<file path="src/rtl/demux_pkg.sv">
// Shared constants and types for the 1-to-8 registered demultiplexer.
package demux_pkg;

  localparam int unsigned NUM_OUT = 8;
  localparam int unsigned SEL_W   = 3;

  typedef logic [SEL_W-1:0] sel_t;

endpackage : demux_pkg

</file>
<file path="src/rtl/demux_83_decode_3to8.sv">
// 3-to-8 one-hot decoder with enable; all-zero output when disabled.
module decode_3to8
  import demux_pkg::*;
(
  input  sel_t               sel,
  input  logic               en,
  output logic [NUM_OUT-1:0] dec
);

  // One-hot decode of sel, gated by en
  always_comb begin
    dec = '0;
    if (en) begin
      dec[sel] = 1'b1;
    end
  end

endmodule : decode_3to8

</file>
<file path="src/rtl/demux_83.sv">
// Registered 1-to-8 demultiplexer: y is routed to lane {s1,s2,s3}, other lanes are 0.
// Optional build macro DEMUX_83_HOLD_EN: when defined, enable=0 holds the lanes
// instead of clearing them.
module demux_83
  import demux_pkg::*;
#(
  parameter int unsigned DATA_W = 1
) (
  input  logic              clk,
  input  logic              rst,
  input  logic              s1,
  input  logic              s2,
  input  logic              s3,
  input  logic              enable,
  input  logic [DATA_W-1:0] y,
  output logic [DATA_W-1:0] I0,
  output logic [DATA_W-1:0] I1,
  output logic [DATA_W-1:0] I2,
  output logic [DATA_W-1:0] I3,
  output logic [DATA_W-1:0] I4,
  output logic [DATA_W-1:0] I5,
  output logic [DATA_W-1:0] I6,
  output logic [DATA_W-1:0] I7
);

  sel_t               sel;
  logic [NUM_OUT-1:0] dec_c;
  logic [DATA_W-1:0]  lane_d [NUM_OUT];
  logic [DATA_W-1:0]  lane_q [NUM_OUT];

  assign sel = {s1, s2, s3};

  decode_3to8 u_decode (
    .sel (sel),
    .en  (enable),
    .dec (dec_c)
  );

  // Next lane values: selected lane takes y, all others go to zero
  always_comb begin
    for (int unsigned k = 0; k < NUM_OUT; k++) begin
      lane_d[k] = dec_c[k] ? y : '0;
`ifdef DEMUX_83_HOLD_EN
      if (!enable) begin
        lane_d[k] = lane_q[k];
      end
`endif
    end
  end

  // Output lane registers with synchronous reset
  always_ff @(posedge clk) begin
    for (int unsigned k = 0; k < NUM_OUT; k++) begin
      if (rst) begin
        lane_q[k] <= '0;
      end else begin
        lane_q[k] <= lane_d[k];
      end
    end
  end

  assign I0 = lane_q[0];
  assign I1 = lane_q[1];
  assign I2 = lane_q[2];
  assign I3 = lane_q[3];
  assign I4 = lane_q[4];
  assign I5 = lane_q[5];
  assign I6 = lane_q[6];
  assign I7 = lane_q[7];

endmodule : demux_83

</file>
<file path="config.mk">
export PLATFORM = sky130hd
export DESIGN_NAME = demux_83
export DESIGN_NICKNAME = d
export VERILOG_FILES = /design/src/rtl/demux_pkg.sv /design/src/rtl/demux_83_decode_3to8.sv /design/src/rtl/demux_83.sv
export SDC_FILE = /design/constraint.sdc
export NUM_CORES = 1
export LEC_CHECK = 0
export CORE_AREA = 2 2 39 41
export CTS_CLUSTER_SIZE = 30
export DETAILED_ROUTE_END_ITERATION = 12
export DIE_AREA = 0 0 41 43
export PLACE_DENSITY_LB_ADDON = 0.3
export SYNTH_ARGS = -nofsm -noshare
export SYNTH_HDL_FRONTEND = slang
export SYNTH_SLANG_ARGS = --single-unit
</file>
<file path="constraint.sdc">
create_clock -name clk -period 0.8 [get_ports clk]
set_input_delay 0.16 -clock clk [delete_from_list [all_inputs] [get_ports clk]]
set_output_delay 0.16 -clock clk [all_outputs]
set_load 0.05 [all_outputs]
</file>
[Yosys cells after proc, flatten, opt, wreduce, memory -nomap -nowiden]
Memory sizes are Yosys's and may differ from the RTL's.
Index checks and enable logic that the tools add are counted.
Storage, ports and cells
  word-level logic and storage cells: 34
  input port bits: 7
  memories: 1
  flip-flop bits (word level): 0
  memory bits (writable): 8
  output and inout bits: 8
Memory list
  lane_q: depth 8, bits a word 1, read ports 8, clocked after Yosys merged registers in 0, write ports 8, RTL line demux_83.sv:29  | logic [DATA_W-1:0] lane_q [NUM_OUT];
Cells by class
  reductions and logical operators: 1
  bitwise gates (word level): 8
  mux-type cells: 22
  $lt $le $gt $ge: 2
Operators by type and width (number)
  $mux 1: 20
  $mux 8: 1
  $or 1x1->1: 8
  $lt 3x4->1 const B: 1
  $demux 1 s3: 1
  $ge 3x1->1 const B: 1
  $logic_and 1x1->1: 1

[Depth between registers and ports, before layout]
Gate-level depths: netlist of run 1.
  depth after elaboration: 7
  depth in mapped cells: 2
  mapped depth without buffers: 2

[By module]
A second synthesis of run 1 with hierarchy kept.
Unflattened totals
  cell total of the unflattened synthesis: 24
  area total of the unflattened synthesis: 325.3 um2
Modules (own cells, without submodules)
  demux_83: cells an instance 16, instances 1, area an instance 230.2 um2
  decode_3to8: cells an instance 8, instances 1, area an instance 95.1 um2

[Worst setup path before layout of run 1]
OpenSTA, ideal clock, no wires.
  path kind: reg2out
  start point: memory lane_q[0][0]
  end point: output I0
  arrival time: 587 ps
  required time: 640 ps
  slack: 53 ps
  cell stages (with the launch flop): 1
  path through: dfxtp_1
RTL lines
  start: declaration: RTL line demux_83.sv:29
  end: declaration: RTL line demux_83.sv:16  | output logic [DATA_W-1:0] I0,

==> results of run 1 <==
-- cell families after synthesis --
group / after synthesis
and+or+nand+nor: 13
DFF: 8
-- layout make-up --
| cell class | count | area [sq um] |
|---|---|---|
| multi-input combinational | 13 | 110.1 |
| tap | 16 | 20.02 |
| fill | 130 | 833.3 |
| clock buffer | 3 | 22.52 |
| sequential | 8 | 170.2 |
| timing repair buffer | 15 | 227.7 |
-- worst paths after layout --
| path | to | slack, ps | cells after the start |
|---|---|---|---|
| worst min-delay path | lane_q[0][1]$_SDFF_PP0_ | 200 | 2 |
| worst max-delay path | I4 | -70 | 1 |
-- metal layers --
metal	part of all wire, %	routed length (microns)	global-route usage (%)	vias to the layer above
li1	-	-	-	107
met1	32	152	6.885	92
met2	60	287	11.88	12
met3	6.9	33	1.571	2
met4	1.5	7	10.00	0
met5	0	0	0	-
-- through the flow --
step	cell area (sq um)	worst slack, ps
finish	550.5	-71.25
global route	550.5	-107.4
CTS	545.5	-81.94
detailed placement	509.2	-298.1
global placement	509.2	-268.5
floorplan	261.5	52.67
-- Yosys cell counts --
cell type / instances / area [sq um]
nand2_1: 1 / 3.750
dfxtp_1: 8 / 160.2
nor2_1: 6 / 22.52
nand4bb_4: 1 / 27.53
nor3_2: 2 / 20.02
nand4b_2: 1 / 15.01
nand2b_1: 2 / 12.51
-- placed cells by master, fill, tap and decap left out, drive strengths merged --
cell type     Yosys  final
buf               0      9
dfxtp             8      8
nor2              6      6
dlygate4sd2       0      4
clkbuf            0      3
nor3              2      2
nand2b            2      2
dlymetal6s2s      0      2
nand4bb           1      1
nand4b            1      1
nand2             1      1
-- power groups by stage --
stage / clock [uW] / combinational, uW / sequential [uW]
floorplan: 0 / 19.7 / 426
global placement: 0 / 95.7 / 414
CTS: 300 / 95.8 / 407
global route: 330 / 100 / 407
finish: 289 / 93.6 / 407
detailed placement: 0 / 98.2 / 415
-- what timing repair did --
item,4_1_cts,5_1_grt
pin swaps,0,2
resized for setup,13,2
setup endpoints to repair,12,13
hold endpoints to repair,0,0
==> flow_summary.json, run 1 <==
{
  "synth_compound_area_share_pct": 0,
  "syn-num-nets": 28,
  "totalPowerFinal_uw": 789.9,
  "switching_share_pct": 20.97,
  "violations": "negative setup slack",
  "yosys.area_share.simple_pct": 38.76,
  "min_from": "s2",
  "clk_pin_slew_ps": 50,
  "whs_ps": 204.8,
  "status": "complete, but fails checks",
  "wl_per_cell_microns": 8.727,
  "avgViaCountPerCell": 3.873,
  "post-cts-setup-buffer-count": 0,
  "setup_viol": 8,
  "p_per_area_nw_per_um2": 1435,
  "critPathKind": "reg -> out",
  "largest_register_ffs": 8,
  "grt.overflow.total": 0,
  "start_util_pct": 18.90,
  "antenna_found_initial": 0,
  "drive_gt1_share_pct": 61.54,
  "ctsRootBufferMaster": "clkbuf_4",
  "largest-register": "lane_q",
  "hp-class": "in -> reg",
  "fin_crit_sh_pct": 108.9,
  "synthAdderAreaFrac_pct": 0,
  "muxShareOfSynthArea_pct": 0,
  "tritoncts": "yes",
  "crit_slowest_cell": "dfxtp_2",
  "antenna_cells": 0,
  "tightest_slew_ps": 198.9,
  "drt_iter0_markers": 4,
  "drcViolationCount": 0,
  "ctsHoldBuffers": 0,
  "cp-startpoint": "lane_q[1][0]$_SDFF_PP0_",
  "pwr-share-seq_pct": 51.5,
  "required_ps": 640,
  "firstDrtPassIters": 2,
  "numCtsBuffers": 3,
  "p_clk_share_pct": 36.6,
  "avgSynthCellArea_sq_um": 12.45,
  "maxCapViolCount": 0,
  "maxSlewViolCount": 0,
  "ioPinCount": 15,
  "p_sw_uw": 165.7,
  "ys_ff_latch": 8,
  "reg_top3": "lane_q x8",
  "synth_xor_area_share_pct": 0,
  "fin_tns_setup_ps": -540.4,
  "crit_family": "flip-flops",
  "core_sq_um": 1384,
  "worstPathCellList": "buf_12",
  "internal-power_uw": 624.2,
  "rsz0062_at_grt": "true",
  "crit_buf_inv": 1,
  "max_slew_margin_pct": 86.74,
  "grt_use_total_pct": 7.778,
  "dieArea_sq_um": 1763,
  "fp.dieW_microns": 41,
  "grt_pass1_wl_microns": 848,
  "grt_max_degree": 6,
  "slowest_delay_ps": 340,
  "rows": 14,
  "worst_setup_path_end_kind": "output port",
  "ys_types": 7,
  "syn_area_sq_um": 261.5,
  "cts_buffer_depth": 2,
  "ys_seq_area_share_pct": 61.24,
  "first_global_vias": 220,
  "crit_path_start_kind": "flip-flop",
  "synth_top_family_by_area": "simple AND/OR/NAND/NOR gates",
  "num_vias": 213,
  "crit_arrival_ps": 710,
  "min_period_ps": 871.3,
  "power.leakage_uw": 0.0002365,
  "ir_worst_vdd_mv": 0.6102,
  "path_max_fanout": 1,
  "io_buffers": 14,
  "drtAntennaViolNets": 0,
  "nNetsFinal": 48,
  "postRouteWirelength_microns": 480,
  "fmax_mhz": 1148,
  "final_cell_count_no_fill": 55,
  "cts.htree.levels": 1,
  "post-route-util_pct": 39.78,
  "p_comb_share_pct": 11.9,
  "dieHeight_microns": 43,
  "syn-instance-count": 21,
  "gp_congestion": 0.7444,
  "synth_warnings": 0,
  "cts_sinks": 8,
  "area_growth_pct": 110.5,
  "setup_slack_ps": -71.25,
  "dp.cells": 52,
  "hold_viol": 0
}
Note: power is estimated with default switching activity, not from simulation.
==> inputs of run 2 (changes only) <==
--- a/config.mk
+++ b/config.mk
@@ -9,6 +9,7 @@
 export CTS_CLUSTER_SIZE = 30
 export DETAILED_ROUTE_END_ITERATION = 12
 export DIE_AREA = 0 0 41 43
+export GPL_TIMING_DRIVEN = 1
 export PLACE_DENSITY_LB_ADDON = 0.3
 export SYNTH_ARGS = -nofsm -noshare
 export SYNTH_HDL_FRONTEND = slang
==> results of run 2 <==
No change in the layout: final DEF, timing and power equal those of run 1.
==> inputs of run 3 (changes only) <==
--- a/config.mk
+++ b/config.mk
@@ -9,8 +9,9 @@
 export CTS_CLUSTER_SIZE = 30
 export DETAILED_ROUTE_END_ITERATION = 12
 export DIE_AREA = 0 0 41 43
-export GPL_TIMING_DRIVEN = 1
+export GPL_TIMING_DRIVEN = 0
 export PLACE_DENSITY_LB_ADDON = 0.3
+export RECOVER_POWER = 25
 export SYNTH_ARGS = -nofsm -noshare
 export SYNTH_HDL_FRONTEND = slang
 export SYNTH_SLANG_ARGS = --single-unit
==> run 3 against run 2 <==
Effect of this change:
- the run still ends with negative setup slack left
- via count down 2.8%
- clock power up 3%
- clock-buffer cell count unchanged
- first-iteration DRC count down 75%
==> flow_summary.json, run 3 (synthesis results as in run 1) <==
{
  "p_comb_share_pct": 10.9,
  "tritoncts": "yes",
  "ir_worst_vdd_mv": 0.4997,
  "nNetsFinal": 47,
  "crit_path_start_kind": "flip-flop",
  "numCtsBuffers": 3,
  "p_sw_uw": 171.0,
  "drcViolationCount": 0,
  "layout_common_cells": "dfxtp_2, nor2_1, buf_8",
  "postRouteWirelength_microns": 446,
  "crit_buf_inv": 1,
  "p_per_area_nw_per_um2": 1590,
  "fin_crit_sh_pct": 109.4,
  "violations": "negative setup slack",
  "hp-class": "in -> reg",
  "cts_buffer_depth": 2,
  "grt_max_degree": 6,
  "fmax_mhz": 1142,
  "reg_top3": "lane_q x8",
  "maxSlewViolCount": 0,
  "clk_pin_slew_ps": 50,
  "setup_viol": 8,
  "hold_end": "lane_q[0][1]$_SDFF_PP0_",
  "num_vias": 207,
  "drive_gt1_share_pct": 60.53,
  "multi_input_area_sq_um": 110.1,
  "tightest_slew_ps": 203.6,
  "antenna_found_initial": 0,
  "slowest_delay_ps": 320,
  "regArea_sq_um": 170.2,
  "layout_commonest_cell": "dfxtp_2",
  "maxCapViolCount": 0,
  "status": "complete, but fails checks",
  "core_sq_um": 1384,
  "internal-power_uw": 618.7,
  "firstDrtPassIters": 2,
  "max_slew_margin_pct": 86.41,
  "crit_arrival_ps": 720,
  "grt_pass1_wl_microns": 641,
  "required_ps": 640,
  "final_cell_count_no_fill": 54,
  "ctsRootBufferMaster": "clkbuf_4",
  "wl_met3_microns": 48,
  "min_from": "s2",
  "worstPathCellList": "buf_6",
  "whs_ps": 197.7,
  "grt.overflow.total": 0,
  "pwr-share-seq_pct": 51.4,
  "grt_use_total_pct": 6.357,
  "dp.cells": 51,
  "cts.htree.levels": 1,
  "worst_setup_path_end_kind": "output port",
  "switching_share_pct": 21.65,
  "avgViaCountPerCell": 3.833,
  "min_delay_path_depth": 2,
  "critPathKind": "reg -> out",
  "rows": 14,
  "rsz0062_at_grt": "true",
  "path_max_fanout": 1,
  "largest_register_ffs": 8,
  "routed.top_layer": "met4",
  "io_buffers": 14,
  "power.leakage_uw": 0.0002218,
  "hold_viol": 0,
  "fp.dieW_microns": 41,
  "area_growth_pct": 89.95,
  "crit_slowest_cell": "dfxtp_2",
  "min_period_ps": 875.4,
  "met1Wirelength_microns": 153,
  "first_global_vias": 182,
  "largest-register": "lane_q",
  "start_util_pct": 18.90,
  "dieArea_sq_um": 1763,
  "drtAntennaViolNets": 0,
  "wl_per_cell_microns": 8.259,
  "drt_iter0_markers": 1,
  "cts_sinks": 8,
  "ioPinCount": 15,
  "p_clk_share_pct": 37.6,
  "setup_slack_ps": -75.36,
  "dr_wl_met2_microns": 209,
  "gp_congestion": 0.7378,
  "n_fill_cell": 142,
  "crit_family": "flip-flops",
  "dieHeight_microns": 43,
  "antenna_cells": 0
}
[run 3: cell count changes in the layout (fill, tap and decap cells not counted), sizes merged]
cell / previous run / this run
dlygate4sd2: 4 / 3
buf: 9 / 8
clkdlybuf4s50: 0 / 1
[run 3: cell type report]
cell class                      instances  area share (%)
Clock buffer                            3           4.534
Multi-Input combinational cell         13           22.17
Sequential cell                         8           34.26
Tap cell                               16           4.030
Timing Repair Buffer                   14           35.01
[run 3: per-stage QoR]
step           power [uW]  setup TNS, ps  instance area (sq um)  setup WS (ps)  utilization, %
3_5_place_dp        497.8          -5697                  421.7         -441.2           30.47
5_1_grt             827.5         -756.8                  496.7         -101.0           35.90
3_3_place_gp        496.4          -5546                  421.7         -439.9           30.47
2_1_floorplan       446.2              0                  261.5          52.67               -
4_1_cts             802.4         -638.4                  488.0         -81.85           35.26
6_report            789.7         -580.1                  496.7         -75.36           35.90
[run 3: how the worst max path moves through the flow]
stage / slack (ps) / start / depth (start not counted) / to
finish: -80 / lane_q[1][3]$_SDFF_PP0_ / 1 / I7
global route: -100 / lane_q[0][0]$_SDFF_PP0_ / 1 / I0
CTS: -80 / lane_q[1][3]$_SDFF_PP0_ / 1 / I7
detailed placement: -440 / lane_q[1][3]$_SDFF_PP0_ / 1 / I7
global placement: -440 / lane_q[0][1]$_SDFF_PP0_ / 1 / I1
floorplan: 50 / lane_q[0][0]$_SDFF_PP0_ / 0 / I0
[run 3: what timing repair did]
item | CTS | global route
resized for setup | 73 | 3
pin swaps | 1 | 0
hold buffers | 0 | 0
setup endpoints to repair | 13 | 11
buffers inserted | 0 | 0
[run 3: power groups by stage]
stage | sequential [uW] | clock (uW) | combinational, uW
floorplan | 426 | 0 | 19.7
global placement | 412 | 0 | 84.5
detailed placement | 412 | 0 | 85.8
CTS | 406 | 309 | 88.1
global route | 405 | 331 | 91.6
finish | 406 | 297 | 86.4
[run 3: routing by layer]
metal / global-route usage, % / vias to the layer above
met5: 0 / -
met4: 12.00 / 0
met3: 1.571 / 5
met2: 8.438 / 15
met1: 4.902 / 83
li1: - / 104
